<file path="src/rtl/button_reader_pkg.sv">
// Shared types and helpers for the debounced button reader.
// Holds the FSM state encoding and the debounce counter width calculation.
package button_reader_pkg;

    typedef enum logic [1:0] {
        IDLE         = 2'd0,
        PRESS_WAIT   = 2'd1,
        PRESSED      = 2'd2,
        RELEASE_WAIT = 2'd3
    } btn_state_e;

    // Wide enough to hold the value DebounceCycles itself.
    function automatic int cnt_width(input int debounce_cycles);
        return (debounce_cycles < 1) ? 1 : $clog2(debounce_cycles + 1);
    endfunction

endpackage

</file>
<file path="src/rtl/button_reader_if.sv">
// Button reader signal bundle: raw button and toggle enable in,
// debounced level, edge pulses and LED toggle out.
interface button_reader_if;
    logic en_i;
    logic btn_i;
    logic pressed_o;
    logic press_o;
    logic release_o;
    logic toggle_o;

    modport slave (
        input  en_i,
        input  btn_i,
        output pressed_o,
        output press_o,
        output release_o,
        output toggle_o
    );

    modport master (
        output en_i,
        output btn_i,
        input  pressed_o,
        input  press_o,
        input  release_o,
        input  toggle_o
    );
endinterface

</file>
<file path="src/rtl/button_reader_sync_2ff.sv">
// Generic 1-bit two-flop synchronizer with synchronous reset to a
// configurable level; reusable for any asynchronous board input.
module sync_2ff #(
    parameter bit ResetVal = 1'b0
) (
    input  logic clk_i,
    input  logic rst_i,
    input  logic d_i,
    output logic q_o
);
    logic meta;

    always_ff @(posedge clk_i) begin
        if (rst_i) begin
            meta <= ResetVal;
            q_o  <= ResetVal;
        end else begin
            meta <= d_i;
            q_o  <= meta;
        end
    end
endmodule

</file>
<file path="src/rtl/button_reader.sv">
// Debounced button reader: polarity fix, synchronizer, debounce FSM and
// registered level / press / release / LED toggle outputs.
//
// state        | meaning
// IDLE         | button accepted as released
// PRESS_WAIT   | pressed samples seen, counting toward acceptance
// PRESSED      | button accepted as pressed
// RELEASE_WAIT | released samples seen, counting toward acceptance
module button_reader
    import button_reader_pkg::*;
#(
    parameter int DebounceCycles = 1000,
    parameter bit BtnActiveLow   = 1'b1
) (
    input  logic             clk_i,
    input  logic             rst_i,
    button_reader_if.slave   bus
);
    localparam int          CW  = cnt_width(DebounceCycles);
    localparam logic [31:0] DcU = 32'(DebounceCycles);

    logic          b;
    logic          s;
    logic          cnt_done;
    btn_state_e    state, state_d;
    logic [CW-1:0] cnt, cnt_d;
    logic          pressed_q, pressed_d;
    logic          press_q, press_d;
    logic          release_q, release_d;
    logic          toggle_q, toggle_d;

    assign b = bus.btn_i ^ BtnActiveLow;

    sync_2ff #(.ResetVal(1'b0)) u_sync (
        .clk_i (clk_i),
        .rst_i (rst_i),
        .d_i   (b),
        .q_o   (s)
    );

    assign cnt_done = ({{(32-CW){1'b0}}, cnt} + 32'd1) == DcU;

    always_ff @(posedge clk_i) begin
        if (rst_i) begin
            state     <= IDLE;
            cnt       <= '0;
            pressed_q <= 1'b0;
            press_q   <= 1'b0;
            release_q <= 1'b0;
            toggle_q  <= 1'b0;
        end else begin
            state     <= state_d;
            cnt       <= cnt_d;
            pressed_q <= pressed_d;
            press_q   <= press_d;
            release_q <= release_d;
            toggle_q  <= toggle_d;
        end
    end

    always_comb begin
        state_d = state;
        cnt_d   = cnt;
        unique case (state)
            IDLE: begin
                if (s) begin
                    if (DebounceCycles == 1) begin
                        state_d = PRESSED;
                        cnt_d   = '0;
                    end else begin
                        state_d = PRESS_WAIT;
                        cnt_d   = CW'(1);
                    end
                end
            end
            PRESS_WAIT: begin
                if (!s) begin
                    state_d = IDLE;
                    cnt_d   = '0;
                end else if (cnt_done) begin
                    state_d = PRESSED;
                    cnt_d   = '0;
                end else begin
                    cnt_d = cnt + 1'b1;
                end
            end
            PRESSED: begin
                if (!s) begin
                    if (DebounceCycles == 1) begin
                        state_d = IDLE;
                        cnt_d   = '0;
                    end else begin
                        state_d = RELEASE_WAIT;
                        cnt_d   = CW'(1);
                    end
                end
            end
            RELEASE_WAIT: begin
                if (s) begin
                    state_d = PRESSED;
                    cnt_d   = '0;
                end else if (cnt_done) begin
                    state_d = IDLE;
                    cnt_d   = '0;
                end else begin
                    cnt_d = cnt + 1'b1;
                end
            end
            default: begin
                state_d = IDLE;
                cnt_d   = '0;
            end
        endcase
    end

    // Pulses fire only on genuine acceptance, not on a bounce back from a wait state.
    always_comb begin
        pressed_d = (state_d == PRESSED) || (state_d == RELEASE_WAIT);
        press_d   = (state_d == PRESSED) && ((state == IDLE) || (state == PRESS_WAIT));
        release_d = (state_d == IDLE) && ((state == PRESSED) || (state == RELEASE_WAIT));
        toggle_d  = toggle_q ^ (press_d & bus.en_i);
    end

    assign bus.pressed_o = pressed_q;
    assign bus.press_o   = press_q;
    assign bus.release_o = release_q;
    assign bus.toggle_o  = toggle_q;
endmodule

</file>
<file path="src/flat_wrapper.sv">
// flat-port wrapper written by rule: the top's interface ports become plain ports
module button_reader_flat import button_reader_pkg::*;
#(
    parameter int DebounceCycles = 1000,
    parameter bit BtnActiveLow   = 1'b1
)
  (clk_i, rst_i, bus_en_i, bus_btn_i, bus_pressed_o, bus_press_o, bus_release_o, bus_toggle_o);
  button_reader_if bus_i ();
  input  logic clk_i;
  input  logic rst_i;
  input wire logic [$bits(bus_i.en_i)-1:0] bus_en_i;
  input wire logic [$bits(bus_i.btn_i)-1:0] bus_btn_i;
  output wire logic [$bits(bus_i.pressed_o)-1:0] bus_pressed_o;
  output wire logic [$bits(bus_i.press_o)-1:0] bus_press_o;
  output wire logic [$bits(bus_i.release_o)-1:0] bus_release_o;
  output wire logic [$bits(bus_i.toggle_o)-1:0] bus_toggle_o;
  assign bus_i.en_i = bus_en_i;
  assign bus_i.btn_i = bus_btn_i;
  assign bus_pressed_o = bus_i.pressed_o;
  assign bus_press_o = bus_i.press_o;
  assign bus_release_o = bus_i.release_o;
  assign bus_toggle_o = bus_i.toggle_o;
  button_reader #(.DebounceCycles(DebounceCycles), .BtnActiveLow(BtnActiveLow)) u_core (.clk_i(clk_i), .rst_i(rst_i), .bus(bus_i));
endmodule
</file>
<file path="config.mk">
export PLATFORM = sky130hd
export DESIGN_NAME = button_reader_flat
export DESIGN_NICKNAME = d
export VERILOG_FILES = /design/src/rtl/button_reader_pkg.sv /design/src/rtl/button_reader_if.sv /design/src/rtl/button_reader_sync_2ff.sv /design/src/rtl/button_reader.sv /design/src/flat_wrapper.sv
export SDC_FILE = /design/constraint.sdc
export NUM_CORES = 1
export LEC_CHECK = 0
export ABC_AREA = 0
export BUFFER_PORTS_ARGS = -buffer_cell sky130_fd_sc_hd__buf_2
export CORE_MARGIN = 2
export CORE_UTILIZATION = 40
export DETAILED_ROUTE_END_ITERATION = 16
export GPL_TIMING_DRIVEN = 0
export HOLD_SLACK_MARGIN = 0.15
export PLACE_DENSITY = 0.55
export RECOVER_POWER = 100
export SLEW_MARGIN = 20
export SYNTH_ARGS = -nofsm -noshare
export SYNTH_HDL_FRONTEND = slang
export SYNTH_HIERARCHICAL = 1
export SYNTH_SLANG_ARGS = --single-unit
</file>
<file path="constraint.sdc">
create_clock -name clk_i -period 2.7 [get_ports clk_i]
set_clock_uncertainty 0.15 [all_clocks]
set_input_delay 0.405 -clock clk_i [delete_from_list [all_inputs] [get_ports clk_i]]
set_output_delay 0.405 -clock clk_i [all_outputs]
set_load 0.02 [all_outputs]
</file>
* Word-level counts from Yosys, hierarchy flattened *
Cells that the tools add are included.

operators by class
  $add $sub $neg = 2
  bitwise logic cells = 3
  muxes and demuxes = 13
  equal/unequal tests = 8
  reduce and logical (&&, ||, !) cells = 8

operator list
  kind                   number
  $mux 10                5
  $pmux 10 s4            1
  $eq 32x10->1 const B   1
  $mux 2                 6
  $add 10x1->11 const B  1
  $add 10x1->10 const B  1
  $eq 2x2->1 const B     4
  $pmux 2 s4             1
  $logic_not 2->1        2
  $ne 2x2->1 const B     2
  $logic_or 1x1->1       3
  $eq 2x1->1 const B     1
  $logic_and 1x1->1      2
  $reduce_and 2->1       1
  $and 1x1->1            1
  $not 1->1              1
  $xor 1x1->1            1

storage, ports and cells
  input port bits = 4
  bits in registers = 18
  output and inout port bits = 4
  word-level logic and storage cells = 42

* Longest topological paths before layout *
Gate-level depths: netlist of the first run.

  word-level depth = 9
  mapped depth = 7
  gate-level depth less buffers = 7

* By module *
The synthesis of the first run kept the hierarchy.

modules (own cells, without submodules)
  module         times used  seq. area each (µm²)  cells each  area an instance (µm²)
  button_reader  1           320.3                 105         850.8
  sync_2ff       1           40.0                  4           52.6

* Worst setup path after synthesis of the first run *
Ideal clock, no wire load.

  path type = flip-flop to flip-flop
  start = register u_core.cnt[2]
  end = register u_core.cnt[3]
  cell stages (with the launch flop) = 7
  data arrival time = 1.798 ns
  clock period less this slack = 2.064 ns
  setup slack = 0.636 ns
  cells stage by stage = dfxtp_1 -> nand3_2 -> or4b_4 -> a21oi_4 -> a31oi_2 -> a21o_1 -> a22o_1

between the ends
  cells in the longest elaborated chain, start to end = 5
  elaborated cells on any way between the ends = 7

RTL lines
  what                               RTL line                                   text
  start: declaration                 button_reader.sv:26                        logic [CW-1:0] cnt, cnt_d;
  start signal: assignment           button_reader.sv:53                        cnt <= cnt_d;
  $add 10x1->11                      button_reader.sv:41                        assign cnt_done = ({{(32-CW){1'b0}}, cnt} + 32'd1) == DcU;
  $eq 32x10->1                       button_reader.sv:41
  $mux 10 (*)                        button_reader.sv:80, button_reader.sv:102
  $mux 10, on equally long branches  button_reader.sv:99, button_reader.sv:77
  $pmux 10 s4 (*)                    button_reader.sv:64                        unique case (state)

Every way passes the cells marked *; elsewhere a longest branch is shown, timed or not.
A chain may end at the register's enable or synchronous reset.

* Worst setup path after layout of the first run *
Same ends and word-level chain as after synthesis.

==> metrics.md, run 1 <==
| Metric | Value |
|---|---|
| Status | finished clean |
| GRT met1 Usage | 0.1920 |
| Mapped cell area | ~900 µm² |
| Buffers on Ports | 7 |
| CTS clk-pin slew, worst paths | 0.10 ns |
| Worst r2r src | u_core/cnt[2] |
| H-tree depth | 1 |
| Area post-placement | 973.4 µm² |
| Startpoint types | flop |
| Max-cap viol count | 0 |
| Commonest cells in the netlist | dfxtp_1 (18), nand2_1 (13), nand3_1 (9), nor2_1 (9), a21oi_1 (7) |
| Largest net degree at the start of global routing | 11 |
| Post-synth EDFFs | 0 |
| Initial core utilization | 0.4164 |
| Worst hold start | bus_btn_i |
| Area Growth Syn to Fin | 10.94% |
| Max_slew headroom | 0.4145 |
| Hold Violations, Final | 0 |
| Chip Width | around 50 µm |
| DR DRC count | 0 |
| FF+latch count, synth | 18 |
| Layout cell share with drive strength beyond 1 | 0.1074 |
| Fill cells | 231 |
| Routed vias/inst | 5.497 |
| Min cycle time layout | roughly 2.4 ns |
| Worst setup path endpoint | u_core/cnt[3] |
| Num CTS Buffers | 3 |
| Worst slew pin tran | 0.8715 ns |
| Final WS setup | about 0.26 ns |
| Placer Congestion | 0.7802 |
| Clock sinks | 18 |
| # diodes | 0 |
| Place WS | roughly 0.37 ns |
| Grt ovf | 0 |
| Lkg Pwr | between 0.3 and 0.4 nW |
| DRT antenna net count | 0 |
| Crit path from | u_core/cnt[2] |
| CTS Root Cell | clkbuf_4 |
| Asr flop ratio synth | 0 |
| Main area contributors after synthesis | dfxtp_1 (40%), nand2_1 (5.4%), nand3_1 (5.0%) |
| Vias in the first global route | between 700 and 800 |
| Clock latency on the worst-skew pair | ~0.29 ns |
| Worst Setup End Kind | flop |
| Worst-path maximum fanout | 10 |
| Die H | between 50 and 60 µm |
| First-pass GRT wire length | 3167 µm |
| Slew Viols, Final | 0 |
| Total GRT Usage | 0.1581 |
| WP data arrival | 2.48 ns |
| Net Count, Synth | 114 |
| Met3 Track Usage GR | 0.04310 |
| Routed WL | 1782 µm |
| Register area share after synthesis | 0.3989 |
| Post-DP HPWL | roughly 1300 µm |
| P per Cell Area | 451.7 nW/µm² |
| Via count | ~820 |
| Peak Freq | ~0.4 GHz |
| Synth unique cells | 36 |
| Final setup viols | 0 |
| Yosys top cell area share | 0.3989 |
| Hold Path Class | in2reg |
| Cell accounting for the most synthesized area | dfxtp_1 |
| Mapped Avg Cell Area | ~8.3 µm² |
| Antenna violations before repair | 0 |
| Drt initial violations | 4 |
| Final Core Density | 0.4619 |
| RSZ-0062 raised after global routing | no |
| Rows | 17 |
| Setup_tns | 0 ns |
| Most frequent cell after synthesis | dfxtp_1 |
| Fin nets | 127 |
| R2r setup slk | 0.26 ns |
| CTS tree | built |
| Met2 Usage GRT | 0.2564 |
| Die Area | roughly 2700 µm² |
| WS Path Type | reg2reg |
| Reg-to-Reg End | u_core/cnt[3] |
| Final non-filler cell area | ~1000 µm² |
| Required time of the critical path | 2.74 ns |
| YS warnings | 6 |
| Deepest clock path buffer count | 2 |
| I/O pin cnt | 8 |
| DR WL/cell | between 10 and 15 µm |
| Core Area | ~2200 µm² |
| R2R cell count | 6 |
| # resized after CTS | 0 |
| GRT busiest layer | met2 |
| Ys flop type | dfxtp_1 |
| Final Power | 0.0004527 W |
| Final Cycle Share | 0.9025 |
| Peak supply drop | 0.0002465 V |
| Detailed Routing Iterations Pass 1 | 4 |
| Mapped Cells | 109 |
registers in the layout, summed over array words and instances, names as in the netlist:
name,count
u_core/u_sync/meta,1
u_core/bus.release_o,1
u_core/u_sync/q_o,1
u_core/bus.press_o,1
u_core/bus.pressed_o,1
u_core/state,2
u_core/cnt,10
u_core/bus.toggle_o,1
worst max-delay path, cell delays in order, from the launching register on:
cell and delay [ns]:
dfxtp_1 0.48, nand3_2 0.14, or4b_4 0.52, a21oi_1 0.35
a31oi_2 0.28, a21o_1 0.24, a22o_1 0.17
cell usage in the layout, fill, tap and decap left out:
cell | Yosys | layout
o211ai_1 | 1 | 1
dlygate4sd3_1 | 0 | 1
nand2b_1 | 1 | 1
o21ai_0 | 3 | 3
xor2_1 | 2 | 2
a21oi_1 | 7 | 8
nand2_1 | 13 | 13
nor4b_1 | 1 | 1
buf_2 | 1 | 3
nor2_1 | 9 | 9
dfxtp_1 | 18 | 18
nor3_1 | 5 | 5
nand4_1 | 4 | 4
nand4b_1 | 2 | 2
clkbuf_8 | 0 | 1
mux2i_1 | 3 | 3
clkbuf_2 | 1 | 1
nand2_2 | 1 | 1
ha_1 | 1 | 1
clkbuf_1 | 1 | 6
o31ai_1 | 1 | 1
clkbuf_4 | 0 | 3
a22o_1 | 2 | 2
nor2b_1 | 3 | 3
nand3_1 | 9 | 9
o311ai_0 | 1 | 1
a2111oi_0 | 1 | 1
or4b_4 | 1 | 1
a31oi_2 | 1 | 1
or4_1 | 1 | 1
xnor2_1 | 1 | 1
and3_1 | 3 | 3
nand3_2 | 1 | 1
or3_1 | 1 | 1
buf_1 | 1 | 1
a21o_1 | 1 | 1
inv_1 | 5 | 5
and4_2 | 1 | 1
timing repair:
| item | in CTS | in global routing |
|---|---|---|
| setup buffers | 0 | 0 |
| hold buffers | 1 | 0 |
| endpoints found under the hold margin | 2 | 0 |
through the flow:
stage | hold WS, ns | std cells
floorplan | 0.2638 | 109
global placement | 0.2891 | 144
detailed placement | 0.2856 | 144
CTS | 0.1980 | 149
global route | 0.2135 | 149
finish | 0.2143 | 149
metal layers:
metal	vias to the layer above	wire length [µm]
met5	-	0
met4	0	30
met3	4	54
met2	14	810
met1	385	886
li1	416	-
where the power goes:
group / leakage, nW / total (W) / internal, W / switching [W]
sequential: 0.146 / 0.000270 / 0.000268 / 0.00000238
clock: 0.0210 / 0.000165 / 0.0000820 / 0.0000833
combinational: 0.205 / 0.0000170 / 0.00000691 / 0.0000101
kinds of logic (layout without fill, tap and decap cells):
group / after synthesis / after routing / share of synthesized area
simple gates: 56 / 56 / 0.3338
compound gates: 19 / 19 / 0.1510
flops: 18 / 18 / 0.3989
buf+inv: 9 / 21 / 0.04015
xor+xnor: 3 / 3 / 0.02909
mux: 3 / 3 / 0.03324
fa+ha+maj: 1 / 1 / 0.01385
how the worst min path moves through the flow:
stage                                    end  slack, ns  cells after the start
final                     u_core/u_sync/meta       0.21                      3
after global routing      u_core/u_sync/meta       0.21                      3
after CTS                 u_core/u_sync/meta       0.20                      3
after detailed placement   u_core/u_sync/q_o       0.29                      1
after global placement     u_core/u_sync/q_o       0.29                      1
after floorplan            u_core/u_sync/q_o       0.26                      1
final cells by class:
type | count | area (µm²) | share of cell area
repair buffers | 8 | 38.79 | 0.03870
flip-flops and latches | 18 | 360.3 | 0.3596
inverters | 5 | 18.77 | 0.01873
plain buffers | 4 | 17.52 | 0.01748
multi-input cells | 82 | 495.5 | 0.4944
well taps | 28 | 35.03 | 0.03496
clock buffers | 4 | 36.28 | 0.03620
(Power assumes the default switching activity.)
==> run 2, diff against run 1 <==
- CORE_UTILIZATION: 40 -> 56
- PLACE_DENSITY: 0.55 -> 0.74
- SKIP_CTS_REPAIR_TIMING: unset -> 1
==> run 2 against run 1 <==
Compared with the run above: hold slack got worse by 0.0040 ns; critical path depth rose by 1; critical path type unchanged; sequential power barely moved.
==> metrics.md, run 2 (same netlist as run 1, synthesis figures left out) <==
| Metric | Value |
|---|---|
| Drt initial violations | 22 |
| Via count | 802 |
| NetSw | approximately 0.000095 W |
| Die Area | 1951 µm² |
| Max reg flops | 10 |
| Max_slew headroom | 0.4247 |
| Largest regs | u_core/cnt: 10 flops, u_core/state: 2 flops |
| H-tree depth | 1 |
| Number of buffers and inverters on the critical path | 0 |
| Worst slew pin tran | 0.8564 ns |
| RSZ-0062 raised after global routing | no |
| Peak supply drop | 0.0003690 V |
| Worst Setup End Kind | flop |
| CTS tree | built |
| Core Area | 1506 µm² |
| # diodes | 0 |
| Grt ovf | 0 |
| Combinational Power Share | 0.037 |
| Rows | 14 |
| Cell mode on critical path | a21oi_1 |
| Clock latency on the worst-skew pair | between 0.2 and 0.3 ns |
| Crit-path max cell delay | 0.50 ns |
| Die H | approximately 44 µm |
| Area Growth Syn to Fin | 10.53% |
| Cell family with most CP delay | compound AO/OA/AOI/OAI gates |
| WP data arrival | about 2.5 ns |
| Max-cap viol count | 0 |
| Placer Congestion | 0.8265 |
| Final non-filler cell area | about 1000 µm² |
| Layout cell share with drive strength beyond 1 | 0.1157 |
| Post-DP HPWL | 1228 µm |
| Largest net degree at the start of global routing | 11 |
| Cell-internal power | around 0.00036 W |
| I/O pin cnt | 8 |
| Lkg Pwr | 0.3719 nW |
| Deepest clock path buffer count | 2 |
| Peak Freq | approximately 0.42 GHz |
| Chip Width | 44.17 µm |
| Clock group share of total power | 0.365 |
| CTS clk-pin slew, worst paths | 0.10 ns |
| Status | finished clean |
| P per Cell Area | 453.0 nW/µm² |
| Antenna violations before repair | 0 |
| Most frequent cells in the layout | dfxtp_1 (18), nand2_1 (13), nand3_1 (9), nor2_1 (9), a21oi_1 (7) |
| Setup_tns | 0 ns |
| DR DRC count | 0 |
| Total GRT Usage | 0.2078 |
| Net Sw Frac | 0.2107 |
| Routed WL | 1654 µm |
| Final Cycle Share | 0.8895 |
| Hold Violations, Final | 0 |
| Fin nets | roughly 130 |
| Buffers on Ports | 7 |
| Vias in the first global route | 697 |
| Routed vias/inst | 5.854 |
| Worst-path maximum fanout | 10 |
| Power share of the sequential group | 0.598 |
| Min cycle time layout | 2.402 ns |
| DR WL/cell | between 10 and 15 µm |
| Cells along the critical path | ha_1 > a21oi_1 > o311ai_0 > o211ai_1 > a31oi_2 > a21oi_1 > mux2i_1 |
| Required time of the critical path | between 2 and 3 ns |
| Hold Path Class | in2reg |
| Largest Register | u_core/cnt |
| Num CTS Buffers | 3 |
| CP max-delay cell | a31oi_2 |
| First-pass GRT wire length | 3036 µm |
| DRT antenna net count | 0 |
| CTS Root Cell | clkbuf_4 |
| Detailed Routing Iterations Pass 1 | 4 |
| Most common cell after layout, fill and taps aside | dfxtp_1 |
| Clock sinks | 18 |
| Area post-placement | around 960 µm² |
| Startpoint types | flop |
| Slew Viols, Final | 0 |
| Initial core utilization | 0.5997 |
| WS Path Type | reg2reg |
| Fill cells | 124 |
| Final setup viols | 0 |
## run 2: final timing paths
path / to / slack [ns] / from / cells past startpoint
setup / recovery: u_core/cnt[4] / 0.30 / u_core/cnt[0] / 7
hold / removal: u_core/u_sync/meta / 0.21 / bus_btn_i / 3
setup reg to reg: u_core/cnt[4] / 0.30 / u_core/cnt[0] / 7
hold reg to reg: u_core/u_sync/q_o / 0.31 / u_core/u_sync/meta / 1
## run 2: power by group through the flow
stage | logic, W | clock network [W] | registers (W)
after floorplan | 0.0000107 | 0 | 0.000276
after global placement | 0.0000155 | 0 | 0.000276
after detailed placement | 0.0000158 | 0 | 0.000276
after CTS | 0.0000160 | 0.000173 | 0.000270
after global routing | 0.0000195 | 0.000183 | 0.000271
final | 0.0000169 | 0.000165 | 0.000270
## run 2: metrics by stage
stage / utilization / power [W] / std cells / hold WS [ns] / worst slack, ns
after CTS: 0.6603 / 0.0004595 / 136 / 0.1255 / 0.3332
after detailed placement: 0.6362 / 0.0002923 / 132 / 0.2919 / 0.3681
after floorplan: - / 0.0002866 / 109 / 0.2638 / 0.6356
after global placement: 0.6362 / 0.0002918 / 132 / 0.2743 / 0.4274
final: 0.6628 / 0.0004523 / 137 / 0.2102 / 0.2983
after global routing: 0.6628 / 0.0004738 / 137 / 0.2145 / 0.009052
## run 2: routing by layer
layer,global-route usage,part of all wire,vias to the layer above
li1,-,-,418
met1,0.3046,0.51,374
met2,0.2971,0.47,8
met3,0.02449,0.015,2
met4,0.1091,0.0067,0
met5,0,0,-
## run 2: worst register-to-register path, stage by stage, from the launching register on
cell,delay (ns)
dfxtp_1,0.46
ha_1,0.32
a21oi_1,0.07
o311ai_0,0.30
o211ai_1,0.22
a31oi_2,0.50
a21oi_1,0.14
mux2i_1,0.17
## run 2: final cells by class
class / instances / area, µm² / area share
plain buffers: 4 / 17.52 / 0.01754
multi-input cells: 82 / 506.7 / 0.5075
well taps: 16 / 20.02 / 0.02005
inverters: 5 / 18.77 / 0.01880
repair buffers: 8 / 38.79 / 0.03885
clock buffers: 4 / 36.28 / 0.03634
flip-flops and latches: 18 / 360.3 / 0.3609
==> run 3, diff against run 2 <==
- ABC_AREA: 0 -> 1
- CORE_UTILIZATION: 56 -> 57
==> run 3 against run 2 <==
Compared with the run above: sequential power about the same; global-route usage up 1.3 points; final area up 14%; hold slack worse by 0.053 ns; combinational power up 7%; wire length up 26%; total power up 0.69%; critical path depth up 3; synthesized cell count up 53%; highest routed layer unchanged.
==> metrics.md, run 3 <==
| Metric | Value |
|---|---|
| Status | finished clean |
| Final WS setup | 0.4886 ns |
| Placer Congestion | 0.8723 |
| Area Growth Syn to Fin | 8.623% |
| H-tree depth | 1 |
| Multiplexer area fraction after synthesis | 0 |
| R2R cell count | 10 |
| Vias in the first global route | 862 |
| Clock sinks | 18 |
| Commonest cells in the netlist | nand2_1 (56), inv_1 (25), nor2_1 (21), dfxtp_1 (18), a21oi_1 (9) |
| Final Cycle Share | 0.8190 |
| Largest net degree at the start of global routing | 11 |
| Yosys top cell area share | 0.3449 |
| Mapped Cells | ~170 |
| Required time of the critical path | 2.74 ns |
| Initial core utilization | 0.6051 |
| Xor/xnor share of the synthesized area | 0 |
| Setup_tns | 0 ns |
| Final Power | 0.0004554 W |
| Post-Synth Simple-Gate Area | 0.4599 |
| Final non-filler cell area | 1135 µm² |
| # diodes | 0 |
| WP data arrival | about 2.3 ns |
| Adder-cell share of the synthesized area | 0.01198 |
| Rows | 15 |
| Largest Register | u_core/cnt |
| Cell accounting for the most synthesized area | dfxtp_1 |
| Most frequent cell after synthesis | nand2_1 |
| Worst-path maximum fanout | 5 |
| DR DRC count | 0 |
| Final setup viols | 0 |
| Die H | 46.81 µm |
| I/O pin cnt | 8 |
| Num CTS Buffers | 3 |
| Chip Width | 46.81 µm |
| Peak supply drop | about 0.00031 V |
| Startpoint types | flop |
| Min cycle time layout | 2.211 ns |
| Max reg flops | 10 |
| Core Area | ~1700 µm² |
| Via count | 1008 |
| Register area share after synthesis | 0.3449 |
| Worst setup path endpoint | u_core/bus.pressed_o |
| Most frequent cells in the layout | nand2_1 (56), inv_1 (25), nor2_1 (22) |
| Max_slew headroom | 0.5509 |
| Asr flop ratio synth | 0 |
| Slew Viols, Final | 0 |
| Routed vias/inst | roughly 5.0 |
| DR WL/cell | around 10 µm |
| Net Count, Synth | 172 |
| RSZ-0062 raised after global routing | no |
| Worst slew pin tran | 0.6712 ns |
| Total GRT Usage | 0.2207 |
| Worst Setup End Kind | flop |
| Deepest clock path buffer count | 2 |
| Hold Violations, Final | 0 |
| Die Area | 2191 µm² |
| Largest regs | u_core/cnt: 10 flops, u_core/state: 2 flops |
| Post-DP HPWL | 1563 µm |
| Post-synth EDFFs | 0 |
| Peak Freq | 0.4522 GHz |
| Most common cell after layout, fill and taps aside | nand2_1 |
| YS warnings | 6 |
| WS Path Type | reg2reg |
| Largest family of logic cells by synthesized area | simple AND/OR/NAND/NOR gates |
| Clock latency on the worst-skew pair | 0.29 ns |
| CTS tree | built |
| CTS clk-pin slew, worst paths | 0.11 ns |
| Max-cap viol count | 0 |
| Area post-placement | 1111 µm² |
| FF+latch count, synth | 18 |
| Drt initial violations | 29 |
| Synth unique cells | 22 |
| Mapped cell area | 1045 µm² |
| Hold Path Class | in2reg |
| Antenna violations before repair | 0 |
| Hold WS | 0.1571 ns |
| Routed WL | 2085 µm |
| P per Cell Area | roughly 400 nW/µm² |
| Reg-to-Reg End | u_core/bus.pressed_o |
| Detailed Routing Iterations Pass 1 | 4 |
| Mapped Avg Cell Area | about 6.3 µm² |
| CTS Root Cell | clkbuf_4 |
| Buffers on Ports | 7 |
| DRT antenna net count | 0 |
| R2r setup slk | 0.49 ns |
| Layout cell share with drive strength beyond 1 | 0.1348 |
| Fin nets | 184 |
| Main area contributors after synthesis | dfxtp_1 (34%), nand2_1 (20%), inv_1 (9.0%) |
| Place WS | about 0.74 ns |
| Worst r2r src | u_core/cnt[0] |
| Crit path from | u_core/cnt[0] |
| Synth Area in Compound Gates | 0.07305 |
| First-pass GRT wire length | 3408 µm |
| Lkg Pwr | approximately 0.48 nW |
| Ys flop type | dfxtp_1 |
| Grt ovf | 0 |
==> run 3: cell count changes after synthesis, sizes merged, moves of 2 or more <==
| cell | delta |
|---|---|
| nand4b | -2 |
| and3 | -3 |
| nor2 | +18 |
| nor2b | -3 |
| nor3 | -4 |
| xor2 | -2 |
| nand2 | +47 |
| inv | +22 |
| a22o | -2 |
| mux2i | -3 |
==> run 3: worst min-delay path by stage <==
stage	from	to	slack [ns]	cells past startpoint
after global placement	u_core/u_sync/meta	u_core/u_sync/q_o	0.25	2
final	bus_btn_i	u_core/u_sync/meta	0.16	4
after detailed placement	u_core/u_sync/meta	u_core/u_sync/q_o	0.25	2
after floorplan	u_core/u_sync/meta	u_core/u_sync/q_o	0.24	2
after global routing	rst_i	u_core/cnt[8]	0.17	2
after CTS	rst_i	u_core/u_sync/meta	0.15	2
==> run 3: area by class of cell <==
class                           instances  area, µm²
Tap cell                               25      31.28
Multi-Input combinational cell        119      561.8
Timing Repair Buffer                    7      30.03
Fill cell                             176      591.8
Sequential cell                        18      360.3
Buffer                                  3      13.76
Clock buffer                            4      36.28
Inverter                               27      101.3
==> run 3: stage by stage <==
step | std cells | utilization
2_1_floorplan | 167 | -
3_3_place_gp | 199 | 0.6435
3_5_place_dp | 199 | 0.6435
4_1_cts | 203 | 0.6645
5_1_grt | 203 | 0.6572
6_report | 203 | 0.6572
==> run 3: per-layer routing <==
metal,vias to the layer above,global-route usage,wire [µm]
met1,445,0.2792,966
met5,-,0,0
met4,0,0.1000,25
met2,27,0.3781,1014
li1,532,-,-
met3,4,0.02308,79
==> run 3: kinds of logic (layout without fill, tap and decap cells) <==
family,count (synthesis),in the layout
and+or+nand+nor,104,104
DFF,18,18
buffers and inverters,30,41
adders and majority gates,1,1
AOI/OAI and AO/OA,14,14
==> run 3: power breakdown <==
part           internal (W)  leakage [nW]  switching (W)
Combinational    0.00000544         0.316      0.0000126
Clock             0.0000822        0.0210      0.0000847
Sequential         0.000268         0.146     0.00000258
Total              0.000356         0.483      0.0000999
==> run 3: worst max-delay path, cell delays in order, from the launching register on <==
cell and delay [ns]:
dfxtp_1 0.43, ha_1 0.23, nand3_2 0.14, o21bai_1 0.17, nand2_1 0.07, nor2_1 0.12
nand3_2 0.07, nor2_1 0.39, nand2_4 0.12, o21ai_2 0.16, nor2_1 0.05
